## src/rtl/lock_pkg.sv

```systemverilog
// lock_pkg: shared state encoding and default sizing for the digital lock
package lock_pkg;
  localparam int DEF_DIGITS = 4;
  localparam int CW = 4 * DEF_DIGITS;
  localparam logic [CW-1:0] DEF_CODE = 16'h1234;
  typedef enum logic [2:0] {IDLE, ENTRY, CHECK, UNLOCKED, PROG, LOCKOUT} state_e;
  function automatic int max2(int a, int b);
    return a > b ? a : b;
  endfunction
endpackage

```

## src/rtl/lock_code_buffer.sv

```systemverilog
// lock_code_buffer: digit shift register with saturating digit count and clear
module lock_code_buffer #(
  parameter int DIGITS = 4
) (
  input  logic                  clk,
  input  logic                  rst,
  input  logic                  clr_i,
  input  logic                  shift_i,
  input  logic [3:0]            digit_i,
  output logic [4*DIGITS-1:0]   code_o,
  output logic                  full_o
);
  localparam int NW = $clog2(DIGITS + 1);
  logic [4*DIGITS-1:0] code_q, code_d;
  logic [NW-1:0]       cnt_q, cnt_d;
  always_ff @(posedge clk or posedge rst)
    if (rst) begin
      code_q <= '0;
      cnt_q  <= '0;
    end else begin
      code_q <= code_d;
      cnt_q  <= cnt_d;
    end
  // digits beyond DIGITS are dropped so the buffer keeps the first code typed
  always_comb begin
    full_o = cnt_q == NW'(DIGITS);
    code_d = clr_i ? '0 : (shift_i && !full_o) ? {code_q[4*DIGITS-5:0], digit_i} : code_q;
    cnt_d  = clr_i ? '0 : (shift_i && !full_o) ? cnt_q + NW'(1) : cnt_q;
  end
  assign code_o = code_q;
endmodule

```

## src/rtl/lock_controller.sv

```systemverilog
// lock_controller: keypad sequencing, unlock timing, failure lockout and code programming
module lock_controller
  import lock_pkg::*;
#(
  parameter int                  DIGITS         = DEF_DIGITS,
  parameter logic [4*DIGITS-1:0] DEFAULT_CODE   = DEF_CODE,
  parameter int                  MAX_FAILS      = 3,
  parameter int                  UNLOCK_CYCLES  = 1000,
  parameter int                  LOCKOUT_CYCLES = 5000
) (
  input  logic                clk,
  input  logic                rst,
  input  logic                key_valid,
  input  logic [3:0]          key_digit,
  input  logic                key_enter,
  input  logic                key_clear,
  input  logic                prog_req,
  input  logic                match,
  output logic [4*DIGITS-1:0] entered_code,
  output logic [4*DIGITS-1:0] stored_code,
  output logic                unlocked,
  output logic                err_pulse,
  output logic                lockout,
  output logic                prog_active
);
  localparam int TW = $clog2(max2(max2(UNLOCK_CYCLES, LOCKOUT_CYCLES), 2));
  localparam int FW = $clog2(MAX_FAILS + 1);
  state_e              state_q, state_d;
  logic [TW-1:0]       timer_q, timer_d;
  logic [FW-1:0]       fail_q, fail_d;
  logic [4*DIGITS-1:0] stored_q, stored_d;
  logic                err_q, err_d;
  logic                clr, shift, full;
  lock_code_buffer #(.DIGITS(DIGITS)) u_buf (
    .clk(clk), .rst(rst), .clr_i(clr), .shift_i(shift), .digit_i(key_digit),
    .code_o(entered_code), .full_o(full)
  );
  always_ff @(posedge clk or posedge rst)
    if (rst) begin
      state_q  <= IDLE;
      timer_q  <= '0;
      fail_q   <= '0;
      stored_q <= DEFAULT_CODE;
      err_q    <= 1'b0;
    end else begin
      state_q  <= state_d;
      timer_q  <= timer_d;
      fail_q   <= fail_d;
      stored_q <= stored_d;
      err_q    <= err_d;
    end
  always_comb begin
    state_d  = state_q;
    timer_d  = timer_q;
    fail_d   = fail_q;
    stored_d = stored_q;
    err_d    = 1'b0;
    clr      = 1'b0;
    shift    = 1'b0;
    unique case (state_q)
      IDLE, ENTRY: begin
        if (key_clear) clr = 1'b1;
        else if (key_enter) state_d = CHECK;
        else if (key_valid) begin
          shift   = 1'b1;
          state_d = ENTRY;
        end
      end
      CHECK: begin
        clr = 1'b1;
        if (match && full) begin
          state_d = UNLOCKED;
          fail_d  = '0;
          timer_d = TW'(UNLOCK_CYCLES - 1);
        end else begin
          err_d   = 1'b1;
          fail_d  = fail_q + FW'(1);
          state_d = (fail_d == FW'(MAX_FAILS)) ? LOCKOUT : IDLE;
          timer_d = (fail_d == FW'(MAX_FAILS)) ? TW'(LOCKOUT_CYCLES - 1) : timer_q;
        end
      end
      UNLOCKED: begin
        if (prog_req) state_d = PROG;
        else if (timer_q == '0) state_d = IDLE;
        else timer_d = timer_q - TW'(1);
      end
      // a short code is rejected but the user stays in programming mode
      PROG: begin
        if (key_clear) clr = 1'b1;
        else if (key_enter) begin
          clr = 1'b1;
          if (full) begin
            stored_d = entered_code;
            state_d  = IDLE;
          end else err_d = 1'b1;
        end else if (key_valid) shift = 1'b1;
      end
      LOCKOUT: begin
        if (timer_q == '0) begin
          state_d = IDLE;
          fail_d  = '0;
        end else timer_d = timer_q - TW'(1);
      end
      default: state_d = IDLE;
    endcase
  end
  assign stored_code = stored_q;
  assign unlocked    = state_q == UNLOCKED || state_q == PROG;
  assign prog_active = state_q == PROG;
  assign lockout     = state_q == LOCKOUT;
  assign err_pulse   = err_q;
endmodule

```

## config.mk

```make
export PLATFORM = sky130hd
export DESIGN_NAME = lock_controller
export DESIGN_NICKNAME = d
export VERILOG_FILES = /design/src/rtl/lock_pkg.sv /design/src/rtl/lock_code_buffer.sv /design/src/rtl/lock_controller.sv
export SDC_FILE = /design/constraint.sdc
export NUM_CORES = 1
export LEC_CHECK = 0
export CAP_MARGIN = 20
export CORE_ASPECT_RATIO = 1.1
export CORE_MARGIN = 2
export CORE_UTILIZATION = 24
export CTS_CLUSTER_DIAMETER = 200
export DETAILED_ROUTE_END_ITERATION = 8
export PLACE_DENSITY_LB_ADDON = 0.1
export SYNTH_ARGS = -nofsm -noshare
export SYNTH_HDL_FRONTEND = slang
export SYNTH_SLANG_ARGS = --single-unit
```

## constraint.sdc

```tcl
create_clock -name clk -period 3.15 [get_ports clk]
set_input_delay 0.7875 -clock clk [delete_from_list [all_inputs] [get_ports clk]]
set_output_delay 0.7875 -clock clk [all_outputs]
set_load 0.01 [all_outputs]
```

==> impl_metrics.prom, run 1 <==
# TYPE chip_impl_metric gauge
chip_impl_metric{name="post_cts.repair.setup_buffers",unit=""} 0
chip_impl_info{name="yosys_most_used_dff",value="sky130_fd_sc_hd__dfrtp_1"} 1
chip_impl_metric{name="numCtsBuffers",unit=""} 5
chip_impl_metric{name="footprint_of_the_multi_input_gates",unit="um^2"} 1214
chip_impl_metric{name="rows",unit=""} 40
chip_impl_metric{name="groute.usage.overall",unit="%"} 11.47
chip_impl_info{name="clock_tree.root_cell",value="sky130_fd_sc_hd__clkbuf_16"} 1
chip_impl_metric{name="antenna_found_initial",unit=""} 0
chip_impl_metric{name="drive_gt1_share",unit="%"} 18.73
chip_impl_metric{name="cts-hold-fix-buffers",unit=""} 0
chip_impl_metric{name="p_leak",unit="uW"} 0.001438
chip_impl_metric{name="wire_length_of_the_first_global_routing_pass",unit="um"} 11090
chip_impl_metric{name="drv.max_cap_violation_count",unit=""} 0
chip_impl_metric{name="p_per_area",unit="nW/um^2"} 679.8
chip_impl_metric{name="path_max_fanout",unit=""} 10
chip_impl_metric{name="finalWirelength",unit="um"} 6541
chip_impl_info{name="rsz_0062_raised_after_global_routing",value="false"} 1
chip_impl_metric{name="dpl_cell_area",unit="um^2"} 3329
chip_impl_metric{name="nets",unit=""} 297
chip_impl_metric{name="synth.avg_cell_area",unit="um^2"} 11.67
chip_impl_metric{name="cts.sinks",unit=""} 54
chip_impl_metric{name="synthesized_area",unit="um^2"} 2695
chip_impl_metric{name="core_ar",unit="um^2"} 10910
chip_impl_metric{name="remaining_antenna_violation_count_after_routing",unit=""} 0
chip_impl_metric{name="die_height",unit="um"} 115.1
chip_impl_metric{name="clk_pin_slew_worst_paths",unit="ns"} 0.07
chip_impl_metric{name="io_buffers",unit=""} 46
chip_impl_metric{name="synth_enable_flop_cells",unit=""} 0
chip_impl_metric{name="ys_seq_elements",unit=""} 54
chip_impl_metric{name="fin_crit",unit="ns"} 2.648
chip_impl_metric{name="routed_via_density",unit=""} 4.653
chip_impl_metric{name="routed_wire_length_per_instance",unit="um"} 15.21
chip_impl_metric{name="cts_max_path_buffers",unit=""} 2
chip_impl_metric{name="detailed_place_hpwl",unit="um"} 4456
chip_impl_info{name="mostFrequentLayoutCells",value="sky130_fd_sc_hd__dfrtp_1 (49), sky130_fd_sc_hd__clkdlybuf4s50_1 (46), sky130_fd_sc_hd__a22o_1 (17)"} 1
chip_impl_metric{name="tightestPinTransition",unit="ns"} 0.6172
chip_impl_metric{name="gp_routability_congestion",unit=""} 0.6734
chip_impl_metric{name="num-fill-cells",unit=""} 1182
chip_impl_metric{name="die_width",unit="um"} 105.0
chip_impl_metric{name="design.portCount",unit=""} 47
chip_impl_info{name="outcome",value="completed"} 1
chip_impl_metric{name="share_comb_of_total_power",unit="%"} 32.4
chip_impl_metric{name="asyncSetResetFlopFracSynth",unit="%"} 100.0
chip_impl_metric{name="initial_core_util",unit="%"} 24.70
chip_impl_metric{name="route.vias.total",unit=""} 2001
chip_impl_metric{name="yosysSeqAreaShare",unit="%"} 50.37
chip_impl_metric{name="pin_count_of_the_biggest_net_entering_global_routing",unit=""} 30
chip_impl_metric{name="hold_violation_total_from_the_final_report",unit=""} 0
chip_impl_info{name="kind_of_launch_point_of_the_worst_setup_path",value="flip-flop"} 1
chip_impl_metric{name="antenna-diode-count",unit=""} 0
chip_impl_metric{name="power.switching_fraction",unit="%"} 35.46
chip_impl_metric{name="design.die.area",unit="um^2"} 12090
chip_impl_metric{name="fmax",unit="MHz"} 377.6
chip_impl_metric{name="flow.area_growth_from_synthesis",unit="%"} 29.71
chip_impl_info{name="endpoint_kind",value="output port"} 1
chip_impl_metric{name="area.sequential",unit="um^2"} 1358
chip_impl_metric{name="drt_iter0_markers",unit=""} 118
chip_impl_metric{name="setup_skew_after_layout",unit="ns"} 0.004693
chip_impl_metric{name="route.detailed.drc",unit=""} 0
chip_impl_metric{name="cts_resized",unit=""} 0
chip_impl_metric{name="power.net_switching",unit="uW"} 842.7
chip_impl_metric{name="min_period_over_period",unit="%"} 84.07
chip_impl_metric{name="firstDrtPassIters",unit=""} 4
chip_impl_metric{name="worst_ir_drop_vdd",unit="uV"} 219.0
chip_impl_metric{name="yosys.cell_types.count",unit=""} 54
chip_impl_metric{name="power_frac_clock",unit="%"} 26.9
chip_impl_metric{name="stdcell_area",unit="um^2"} 3496
chip_impl_metric{name="ys.warnings.count",unit=""} 0
chip_impl_info{name="setup.worst_path.class",value="flip-flop to output port"} 1
chip_impl_metric{name="data_required_time_of_the_critical_path",unit="ns"} 2.36
chip_impl_metric{name="first_global_vias",unit=""} 2074
chip_impl_metric{name="critical_path_arrival",unit="ns"} 1.86
chip_impl_metric{name="maxSlewHeadroom",unit="%"} 58.80
chip_impl_metric{name="clock_latency",unit="ns"} 0.29
chip_impl_info{name="hold_class",value="flip-flop to flip-flop"} 1
chip_impl_metric{name="netlist_instances",unit=""} 231
chip_impl_metric{name="cts.htree.levels",unit=""} 2
chip_impl_metric{name="finalSetupViolations",unit=""} 0
chip_impl_metric{name="timing.setup.tns",unit="ns"} 0
chip_impl_info{name="cts_tree",value="yes"} 1
chip_impl_metric{name="slew_viol_final",unit=""} 0
chip_impl_metric{name="synthesis.nets",unit=""} 246
chip_impl_metric{name="overflow",unit=""} 0
chip_impl_metric{name="power_frac_seq",unit="%"} 40.7
chip_impl_info{name="layout_commonest_cell",value="sky130_fd_sc_hd__dfrtp_1"} 1
chip_impl_metric{name="cell_internal_pwr",unit="uW"} 1534
==> cell usage after synthesis (3+ instances only) <==
cell / n / area share, %
sky130_fd_sc_hd__dfstp_2: 5 / 4.9
sky130_fd_sc_hd__buf_2: 3 / 0.56
sky130_fd_sc_hd__dfrtp_1: 49 / 45
sky130_fd_sc_hd__or4_1: 3 / 0.84
sky130_fd_sc_hd__nor3_1: 4 / 0.74
sky130_fd_sc_hd__nand2b_1: 4 / 0.93
sky130_fd_sc_hd__mux2_2: 16 / 6.7
sky130_fd_sc_hd__a31oi_1: 6 / 1.4
sky130_fd_sc_hd__o311ai_0: 3 / 0.98
sky130_fd_sc_hd__nand3_1: 6 / 1.1
sky130_fd_sc_hd__a211oi_1: 3 / 0.84
sky130_fd_sc_hd__buf_4: 4 / 1.1
sky130_fd_sc_hd__inv_1: 9 / 1.3
sky130_fd_sc_hd__ha_1: 4 / 1.9
sky130_fd_sc_hd__nor4_1: 5 / 1.2
sky130_fd_sc_hd__buf_6: 4 / 1.7
sky130_fd_sc_hd__a21oi_1: 7 / 1.3
sky130_fd_sc_hd__mux2i_1: 6 / 2.2
sky130_fd_sc_hd__and2_1: 3 / 0.70
sky130_fd_sc_hd__nor2_1: 12 / 1.7
sky130_fd_sc_hd__nand2_1: 13 / 1.8
sky130_fd_sc_hd__a22o_1: 17 / 5.5
sky130_fd_sc_hd__o31ai_1: 4 / 1.1
==> worst paths after layout <==
check	from	endpoint	slack, ns	cells past startpoint
worst max-delay path	state_q[0]$_DFFE_PP0P_	unlocked	0.50	3
worst min-delay path	stored_code[15]$_DFFE_PP0P_	stored_code[15]$_DFFE_PP0P_	0.51	1
worst max register to register	timer_q[7]$_DFFE_PP0P_	timer_q[5]$_DFFE_PP0P_	1.17	4
worst min register to register	stored_code[15]$_DFFE_PP0P_	stored_code[15]$_DFFE_PP0P_	0.51	1
max in group asynchronous	rst	u_buf.code_o[7]$_DFFE_PP0P_	1.69	3
min in group asynchronous	rst	stored_code[10]$_DFFE_PP0P_	0.90	2
==> area by class of cell <==
type | instances | area share [%]
clock buffer | 6 | 3.686
clock inverter | 2 | 1.074
inverter | 9 | 0.9664
multi-input combinational | 157 | 34.72
sequential | 54 | 38.83
tap | 147 | 5.261
timing repair buffer | 55 | 15.46
==> state kept, by name, indices dropped and copies added, names as in the netlist <==
| signal | cells |
|---|---|
| stored_code | 16 |
| u_buf.code_o | 16 |
| timer_q | 13 |
| state_q | 3 |
| u_buf.cnt_q | 3 |
| fail_q | 2 |
| err_pulse | 1 |
==> stage by stage <==
stage	hold WS, ns	util, %	cells	total power (uW)	setup slack [ns]
global route	0.5426	32.04	430	2550	0.4143
finish	0.5051	32.04	430	2376	0.5017
CTS	0.5179	32.04	430	2419	0.4843
global placement	0.4867	30.52	422	1758	0.5445
detailed placement	0.4951	30.52	422	1761	0.4961
floorplan	0.4773	-	231	1524	1.056
==> metal layers <==
metal  wire length [um]  GRT usage (%)  vias to the layer above  part of all wire [%]
li1                   -              -                      964                     -
met1               3229          15.72                      997                    49
met2               3007          18.14                       35                    46
met3                248          2.834                        5                   3.8
met4                 56          3.200                        0                  0.86
met5                  0              0                        -                     0
==> power groups by stage <==
stage / registers (uW) / clock network (uW) / logic (uW)
6_report: 968 / 639 / 770
5_1_grt: 992 / 692 / 866
4_1_cts: 968 / 666 / 785
2_1_floorplan: 927 / 0 / 597
3_5_place_dp: 979 / 0 / 782
3_3_place_gp: 980 / 0 / 778
==> critical path: stages (launching register included) <==
cell and delay (ns):
sky130_fd_sc_hd__dfrtp_1 0.53, sky130_fd_sc_hd__nor3b_4 0.34, sky130_fd_sc_hd__o21bai_1 0.15, sky130_fd_sc_hd__clkdlybuf4s50_1 0.55
==> cell families (layout without fill, tap and decap cells) <==
group / count (synthesis) / count (layout) / share of synthesized area [%]
mux: 23 / 23 / 9.331
flops: 54 / 54 / 50.37
simple gates: 73 / 73 / 17.73
xor+xnor: 2 / 2 / 0.6501
buf+inv: 20 / 72 / 4.596
compound gates: 55 / 55 / 15.46
fa+ha+maj: 4 / 4 / 1.857
Power figures use the tool's default switching activity.
==> inputs of run 2 (changes only) <==
- clock period: 3.15 -> 2.47 ns (I/O delays scaled with it)
==> run 2 against run 1 <==
  * Routed wire length is 1.3% lower
  * Clock power is 27% higher
  * Die area stayed put
  * Total power is 27% higher
  * Register-to-register slack worse by 0.73 ns
  * Largest cell class unchanged
==> impl_metrics.prom, run 2 (synthesis gave the netlist of run 1 again) <==
# TYPE chip_impl_metric gauge
chip_impl_info{name="outcome",value="completed"} 1
chip_impl_metric{name="clk_pin_slew_worst_paths",unit="ns"} 0.07
chip_impl_metric{name="route.vias.total",unit=""} 2028
chip_impl_metric{name="drv.max_cap_violation_count",unit=""} 0
chip_impl_metric{name="design.die.area",unit="um^2"} 12090
chip_impl_info{name="crit_path_cell_trace",value="nor3b_4 -> o21bai_1 -> clkdlybuf4s50_1"} 1
chip_impl_metric{name="cts.sinks",unit=""} 54
chip_impl_metric{name="footprint_of_the_multi_input_gates",unit="um^2"} 1214
chip_impl_metric{name="core_ar",unit="um^2"} 10910
chip_impl_metric{name="fmax",unit="MHz"} 440.3
chip_impl_metric{name="remaining_antenna_violation_count_after_routing",unit=""} 0
chip_impl_metric{name="drive_gt1_share",unit="%"} 19.01
chip_impl_info{name="timing.critical_path.slowest_stage_cell",value="sky130_fd_sc_hd__clkdlybuf4s50_1"} 1
chip_impl_metric{name="slew_viol_final",unit=""} 0
chip_impl_info{name="layout_commonest_cell",value="sky130_fd_sc_hd__dfrtp_1"} 1
chip_impl_metric{name="worst_ir_drop_vdd",unit="uV"} 257.3
chip_impl_metric{name="num-fill-cells",unit=""} 1175
chip_impl_metric{name="path_max_fanout",unit=""} 5
chip_impl_metric{name="rows",unit=""} 40
chip_impl_metric{name="post_cts.repair.setup_buffers",unit=""} 0
chip_impl_metric{name="cts_max_path_buffers",unit=""} 2
chip_impl_metric{name="critical_path_buf_inv_count",unit=""} 1
chip_impl_metric{name="io_buffers",unit=""} 46
chip_impl_metric{name="area.sequential",unit="um^2"} 1358
chip_impl_metric{name="flow.area_growth_from_synthesis",unit="%"} 30.45
chip_impl_info{name="setup.worst_path.class",value="flip-flop to output port"} 1
chip_impl_metric{name="gp_routability_congestion",unit=""} 0.7151
chip_impl_metric{name="placement.setup.worst_slack",unit="ns"} -0.01050
chip_impl_metric{name="hold_violation_total_from_the_final_report",unit=""} 0
chip_impl_metric{name="pin_count_of_the_biggest_net_entering_global_routing",unit=""} 55
chip_impl_metric{name="p_per_area",unit="nW/um^2"} 856.3
chip_impl_metric{name="p_leak",unit="uW"} 0.001447
chip_impl_metric{name="cts-hold-fix-buffers",unit=""} 0
chip_impl_info{name="cts_tree",value="yes"} 1
chip_impl_metric{name="initial_core_util",unit="%"} 24.70
chip_impl_info{name="rsz_0062_raised_after_global_routing",value="false"} 1
chip_impl_metric{name="fin_util",unit="%"} 32.22
chip_impl_metric{name="drt_iter0_markers",unit=""} 53
chip_impl_metric{name="finalWirelength",unit="um"} 6455
chip_impl_metric{name="groute.usage.overall",unit="%"} 11.33
chip_impl_metric{name="critical_path.max_stage_delay",unit="ns"} 0.56
chip_impl_metric{name="detailed_place_hpwl",unit="um"} 4328
chip_impl_metric{name="timing.setup.tns",unit="ns"} 0
chip_impl_metric{name="overflow",unit=""} 0
chip_impl_info{name="mostFrequentLayoutCells",value="sky130_fd_sc_hd__dfrtp_1 (49), sky130_fd_sc_hd__clkdlybuf4s50_1 (46), sky130_fd_sc_hd__a22o_1 (17)"} 1
chip_impl_metric{name="nets",unit=""} 298
chip_impl_info{name="endpoint_kind",value="output port"} 1
chip_impl_metric{name="tightestPinTransition",unit="ns"} 0.7295
chip_impl_metric{name="firstDrtPassIters",unit=""} 6
chip_impl_metric{name="postLayoutSetupSlackWorst",unit="ns"} 0.1989
chip_impl_metric{name="wire_length_of_the_first_global_routing_pass",unit="um"} 10960
chip_impl_info{name="kind_of_launch_point_of_the_worst_setup_path",value="flip-flop"} 1
chip_impl_metric{name="routed_wire_length_per_instance",unit="um"} 14.98
chip_impl_metric{name="clock_latency",unit="ns"} 0.29
chip_impl_metric{name="routed_via_density",unit=""} 4.705
chip_impl_metric{name="design.portCount",unit=""} 47
chip_impl_info{name="hold_class",value="flip-flop to flip-flop"} 1
chip_impl_metric{name="route.detailed.drc",unit=""} 0
chip_impl_metric{name="antenna_found_initial",unit=""} 0
chip_impl_metric{name="cts.htree.levels",unit=""} 2
chip_impl_metric{name="first_global_vias",unit=""} 2131
chip_impl_metric{name="die_height",unit="um"} 115.1
chip_impl_metric{name="numCtsBuffers",unit=""} 5
chip_impl_metric{name="critical_path_arrival",unit="ns"} 1.65
chip_impl_metric{name="antenna-diode-count",unit=""} 0
chip_impl_metric{name="data_required_time_of_the_critical_path",unit="ns"} 1.85
chip_impl_metric{name="fin_crit",unit="ns"} 2.271
chip_impl_metric{name="cts_resized",unit=""} 0
chip_impl_info{name="clock_tree.root_cell",value="sky130_fd_sc_hd__clkbuf_16"} 1
chip_impl_info{name="path_delay_family",value="buffers and inverters"} 1
chip_impl_metric{name="finalSetupViolations",unit=""} 0
chip_impl_metric{name="setup_skew_after_layout",unit="ns"} 0.003188
chip_impl_metric{name="min_period_over_period",unit="%"} 91.95
chip_impl_metric{name="maxSlewHeadroom",unit="%"} 51.21
chip_impl_metric{name="die_width",unit="um"} 105.0
==> run 2: changes by cell type in the layout (fill, tap and decap cells not counted), sizes merged <==
cell | previous run | this run
buf | 9 | 10
==> run 2: area by class of cell <==
type                    instances  share of cell area, %
clock buffers                   6                  3.665
flip-flops and latches         54                  38.61
multi-input cells             157                  34.52
inverters                       9                 0.9609
repair buffers                 56                  15.94
clock inverters                 2                  1.068
well taps                     147                  5.231
==> run 2: stage by stage <==
| step | power, uW | cell area, um^2 | hold WS [ns] | instances |
|---|---|---|---|---|
| after floorplan | 1944 | 2695 | 0.4773 | 231 |
| after global placement | 2225 | 3349 | 0.4681 | 423 |
| after detailed placement | 2230 | 3349 | 0.4789 | 423 |
| after CTS | 3069 | 3516 | 0.4974 | 431 |
| after global routing | 3234 | 3516 | 0.5147 | 431 |
| final | 3011 | 3516 | 0.4894 | 431 |
==> run 2: metal layers <==
metal / GRT usage (%) / vias to the layer above / share of wire, %
met5: 0 / - / 0
met4: 3.467 / 0 / 0.93
met3: 3.061 / 6 / 4.8
met2: 18.83 / 53 / 47
met1: 14.48 / 1000 / 47
li1: - / 969 / -
==> run 2: path summary, 6_finish.rpt <==
check,from,end,slack [ns],cells after the start
worst max-delay path,state_q[2]$_DFFE_PP0P_,unlocked,0.20,3
min in group asynchronous,rst,stored_code[14]$_DFFE_PP0P_,0.68,3
max in group asynchronous,rst,stored_code[4]$_DFFE_PP1P_,1.48,3
worst min register to register,stored_code[15]$_DFFE_PP0P_,stored_code[15]$_DFFE_PP0P_,0.49,1
worst min-delay path,stored_code[15]$_DFFE_PP0P_,stored_code[15]$_DFFE_PP0P_,0.49,1
worst max register to register,u_buf.cnt_q[0]$_DFFE_PP0P_,u_buf.cnt_q[0]$_DFFE_PP0P_,0.44,6
==> run 2: power by group <==
group,total [uW],internal [uW],switching (uW)
clock network,811,480,332
logic,986,435,551
registers,1210,1040,178
total,3010,1950,1060
==> run 2: worst reg2reg max path: cells and delay by family, from the launching register on <==
kind / cells / cell delay, ns
DFF: 1 / 0.40
and+or+nand+nor: 3 / 1.02
muxes: 1 / 0.28
buffers and inverters: 1 / 0.06
adders and majority gates: 1 / 0.21
==> inputs of run 3 (changes only) <==
- clock period: 2.47 -> 2.1 ns (I/O delays scaled with it)
==> run 3 against run 2 <==
  * Core utilization rose by 1.2 points
  * Register-to-register slack got worse by 0.26 ns
  * Die area did not move
  * Critical path depth rose by 3
  * Clock power rose by 18%
  * Routed wire length rose by 2.7%
  * Critical path type is now flip-flop to flip-flop
  * Worst setup slack got worse by 0.020 ns
  * Sequential share of layout area fell by 1.3 points
  * Sequential power rose by 18%
  * Non-clock buffer count rose by 17
==> impl_metrics.prom, run 3 (synthesis gave the netlist of run 1 again) <==
# TYPE chip_impl_metric gauge
chip_impl_info{name="route.top_layer_used",value="met4"} 1
chip_impl_metric{name="worst_ir_drop_vdd",unit="uV"} 306.8
chip_impl_info{name="layout_commonest_cell",value="sky130_fd_sc_hd__dfrtp_1"} 1
chip_impl_metric{name="die_height",unit="um"} 115.1
chip_impl_metric{name="share_comb_of_total_power",unit="%"} 35.1
chip_impl_metric{name="core_ar",unit="um^2"} 10910
chip_impl_metric{name="design.die.area",unit="um^2"} 12090
chip_impl_metric{name="detailed_place_hpwl",unit="um"} 4553
chip_impl_metric{name="cts_max_path_buffers",unit=""} 2
chip_impl_info{name="mostFrequentLayoutCells",value="sky130_fd_sc_hd__dfrtp_1 (48), sky130_fd_sc_hd__clkdlybuf4s50_1 (43), sky130_fd_sc_hd__buf_4 (24)"} 1
chip_impl_metric{name="p_per_area",unit="nW/um^2"} 1010
chip_impl_metric{name="design.portCount",unit=""} 47
chip_impl_metric{name="drive_gt1_share",unit="%"} 23.92
chip_impl_metric{name="layout.cells.non_filler",unit=""} 448
chip_impl_metric{name="power.net_switching",unit="uW"} 1280
chip_impl_info{name="rsz_0062_raised_after_global_routing",value="false"} 1
chip_impl_info{name="regToRegStartpoint",value="timer_q[0]$_DFFE_PP0P_"} 1
chip_impl_metric{name="io_buffers",unit=""} 46
chip_impl_metric{name="clock_latency",unit="ns"} 0.30
chip_impl_metric{name="firstDrtPassIters",unit=""} 4
chip_impl_metric{name="clk_pin_slew_worst_paths",unit="ns"} 0.07
chip_impl_metric{name="placement.setup.worst_slack",unit="ns"} -0.2765
chip_impl_metric{name="antenna-diode-count",unit=""} 0
chip_impl_metric{name="initial_core_util",unit="%"} 24.70
chip_impl_metric{name="p_leak",unit="uW"} 0.001541
chip_impl_metric{name="remaining_antenna_violation_count_after_routing",unit=""} 0
chip_impl_metric{name="postLayoutSetupSlackWorst",unit="ns"} 0.1789
chip_impl_metric{name="critical_path_arrival",unit="ns"} 2.15
chip_impl_metric{name="finalSetupViolations",unit=""} 0
chip_impl_metric{name="maxSlewHeadroom",unit="%"} 65.98
chip_impl_metric{name="rows",unit=""} 40
chip_impl_metric{name="path_max_fanout",unit=""} 9
chip_impl_metric{name="holdWs",unit="ns"} 0.4808
chip_impl_info{name="hold_class",value="input port to asynchronous set/reset pin"} 1
chip_impl_metric{name="place.detailed.instances",unit=""} 437
chip_impl_metric{name="power_frac_clock",unit="%"} 26.1
chip_impl_info{name="outcome",value="completed"} 1
chip_impl_metric{name="met1Wirelength",unit="um"} 3126
chip_impl_metric{name="min_period_over_period",unit="%"} 91.48
chip_impl_metric{name="gp_routability_congestion",unit=""} 0.7361
chip_impl_metric{name="flow.area_growth_from_synthesis",unit="%"} 35.24
chip_impl_metric{name="route.vias.total",unit=""} 2084
chip_impl_info{name="setup.worst_path.class",value="flip-flop to flip-flop"} 1
chip_impl_metric{name="fin_crit",unit="ns"} 1.921
chip_impl_info{name="worst_setup_path_startpoint",value="timer_q[0]$_DFFE_PP0P_"} 1
chip_impl_metric{name="drt_iter0_markers",unit=""} 53
chip_impl_info{name="endpoint_kind",value="flip-flop"} 1
chip_impl_metric{name="power.switching_fraction",unit="%"} 34.78
chip_impl_metric{name="num-fill-cells",unit=""} 1173
chip_impl_metric{name="drv.max_cap_violation_count",unit=""} 0
chip_impl_metric{name="first_global_vias",unit=""} 2169
chip_impl_metric{name="routed_via_density",unit=""} 4.652
chip_impl_metric{name="die_width",unit="um"} 105.0
chip_impl_metric{name="fmax",unit="MHz"} 520.5
chip_impl_metric{name="route.met2.wl",unit="um"} 3149
chip_impl_metric{name="setup_skew_after_layout",unit="ns"} 0.003439
chip_impl_metric{name="tightestPinTransition",unit="ns"} 0.5064
chip_impl_metric{name="slew_viol_final",unit=""} 0
chip_impl_metric{name="cell_internal_pwr",unit="uW"} 2401
chip_impl_metric{name="data_required_time_of_the_critical_path",unit="ns"} 2.33
chip_impl_metric{name="cts-hold-fix-buffers",unit=""} 0
chip_impl_metric{name="numCtsBuffers",unit=""} 5
chip_impl_metric{name="fin_util",unit="%"} 33.41
chip_impl_metric{name="power_frac_seq",unit="%"} 38.8
chip_impl_metric{name="cts.htree.levels",unit=""} 2
chip_impl_metric{name="nets",unit=""} 315
chip_impl_metric{name="overflow",unit=""} 0
chip_impl_info{name="cts_tree",value="yes"} 1
chip_impl_metric{name="timing.setup.tns",unit="ns"} 0
chip_impl_metric{name="cts.sinks",unit=""} 54
chip_impl_metric{name="pin_count_of_the_biggest_net_entering_global_routing",unit=""} 45
chip_impl_metric{name="route.met3.wl",unit="um"} 270
chip_impl_metric{name="groute.usage.overall",unit="%"} 11.71
chip_impl_metric{name="hold_violation_total_from_the_final_report",unit=""} 0
chip_impl_info{name="kind_of_launch_point_of_the_worst_setup_path",value="flip-flop"} 1
chip_impl_metric{name="antenna_found_initial",unit=""} 0
chip_impl_info{name="clock_tree.root_cell",value="sky130_fd_sc_hd__clkbuf_16"} 1
chip_impl_metric{name="route.detailed.drc",unit=""} 0
chip_impl_metric{name="wire_length_of_the_first_global_routing_pass",unit="um"} 11310
chip_impl_metric{name="routed_wire_length_per_instance",unit="um"} 14.80
chip_impl_metric{name="finalWirelength",unit="um"} 6632
## run 3: cell count changes in the layout (fill, tap and decap cells not counted)
cell                              delta
sky130_fd_sc_hd__dfrtp_2             +1
sky130_fd_sc_hd__dlygate4sd2_1       +3
sky130_fd_sc_hd__buf_6               +1
sky130_fd_sc_hd__dfrtp_1             -1
sky130_fd_sc_hd__clkdlybuf4s50_1     -3
sky130_fd_sc_hd__buf_4              +16
## run 3: routing by layer
metal  GRT usage (%)  up-vias
met5               0        -
met4           3.911        0
met3           2.948        6
met2           19.18       39
met1           15.19     1030
li1                -     1009
## run 3: path summary, 6_finish.rpt
path	depth (start not counted)	end	slack, ns
worst max-delay path	6	timer_q[4]$_DFFE_PP0P_	0.18
worst min-delay path	2	stored_code[14]$_DFFE_PP0P_	0.48
worst max register to register	6	timer_q[4]$_DFFE_PP0P_	0.18
worst min register to register	1	stored_code[15]$_DFFE_PP0P_	0.49
max in group asynchronous	3	stored_code[12]$_DFFE_PP1P_	1.04
min in group clk	1	stored_code[15]$_DFFE_PP0P_	0.49
## run 3: power by group through the flow
stage | logic (uW) | clock network [uW] | registers [uW]
after floorplan | 896 | 0 | 1390
after global placement | 1250 | 0 | 1450
after detailed placement | 1260 | 0 | 1450
after CTS | 1280 | 1010 | 1430
after global routing | 1460 | 1040 | 1470
final | 1290 | 961 | 1430
## run 3: stage by stage
stage	power, uW	instance area (um^2)
final	3682	3645
after global placement	2697	3455
after global routing	3972	3645
after detailed placement	2712	3455
after CTS	3720	3630
after floorplan	2286	2695
## run 3: critical path, cell delays in order, from the launching register on
cell,delay [ns]
sky130_fd_sc_hd__dfrtp_1,0.41
sky130_fd_sc_hd__inv_1,0.06
sky130_fd_sc_hd__ha_1,0.25
sky130_fd_sc_hd__nor2b_1,0.19
sky130_fd_sc_hd__and4_1,0.29
sky130_fd_sc_hd__or4_1,0.50
sky130_fd_sc_hd__a21oi_1,0.15
## run 3: timing repair
item | in CTS | in global routing
pin swaps | 0 | 1
setup buffers | 1 | 2
endpoints found under the setup margin | 3 | 18
gates resized for setup | 5 | 0
## run 3: cell type report
| class | instances | area [um^2] | area share [%] |
|---|---|---|---|
| Sequential cell | 54 | 1359 | 37.28 |
| Multi-Input combinational cell | 157 | 1214 | 33.30 |
| Timing Repair Buffer | 73 | 688.2 | 18.88 |
| Tap cell | 147 | 183.9 | 5.046 |
| Clock buffer | 6 | 128.9 | 3.536 |
| Clock inverter | 2 | 37.54 | 1.030 |
| Inverter | 9 | 33.78 | 0.9269 |
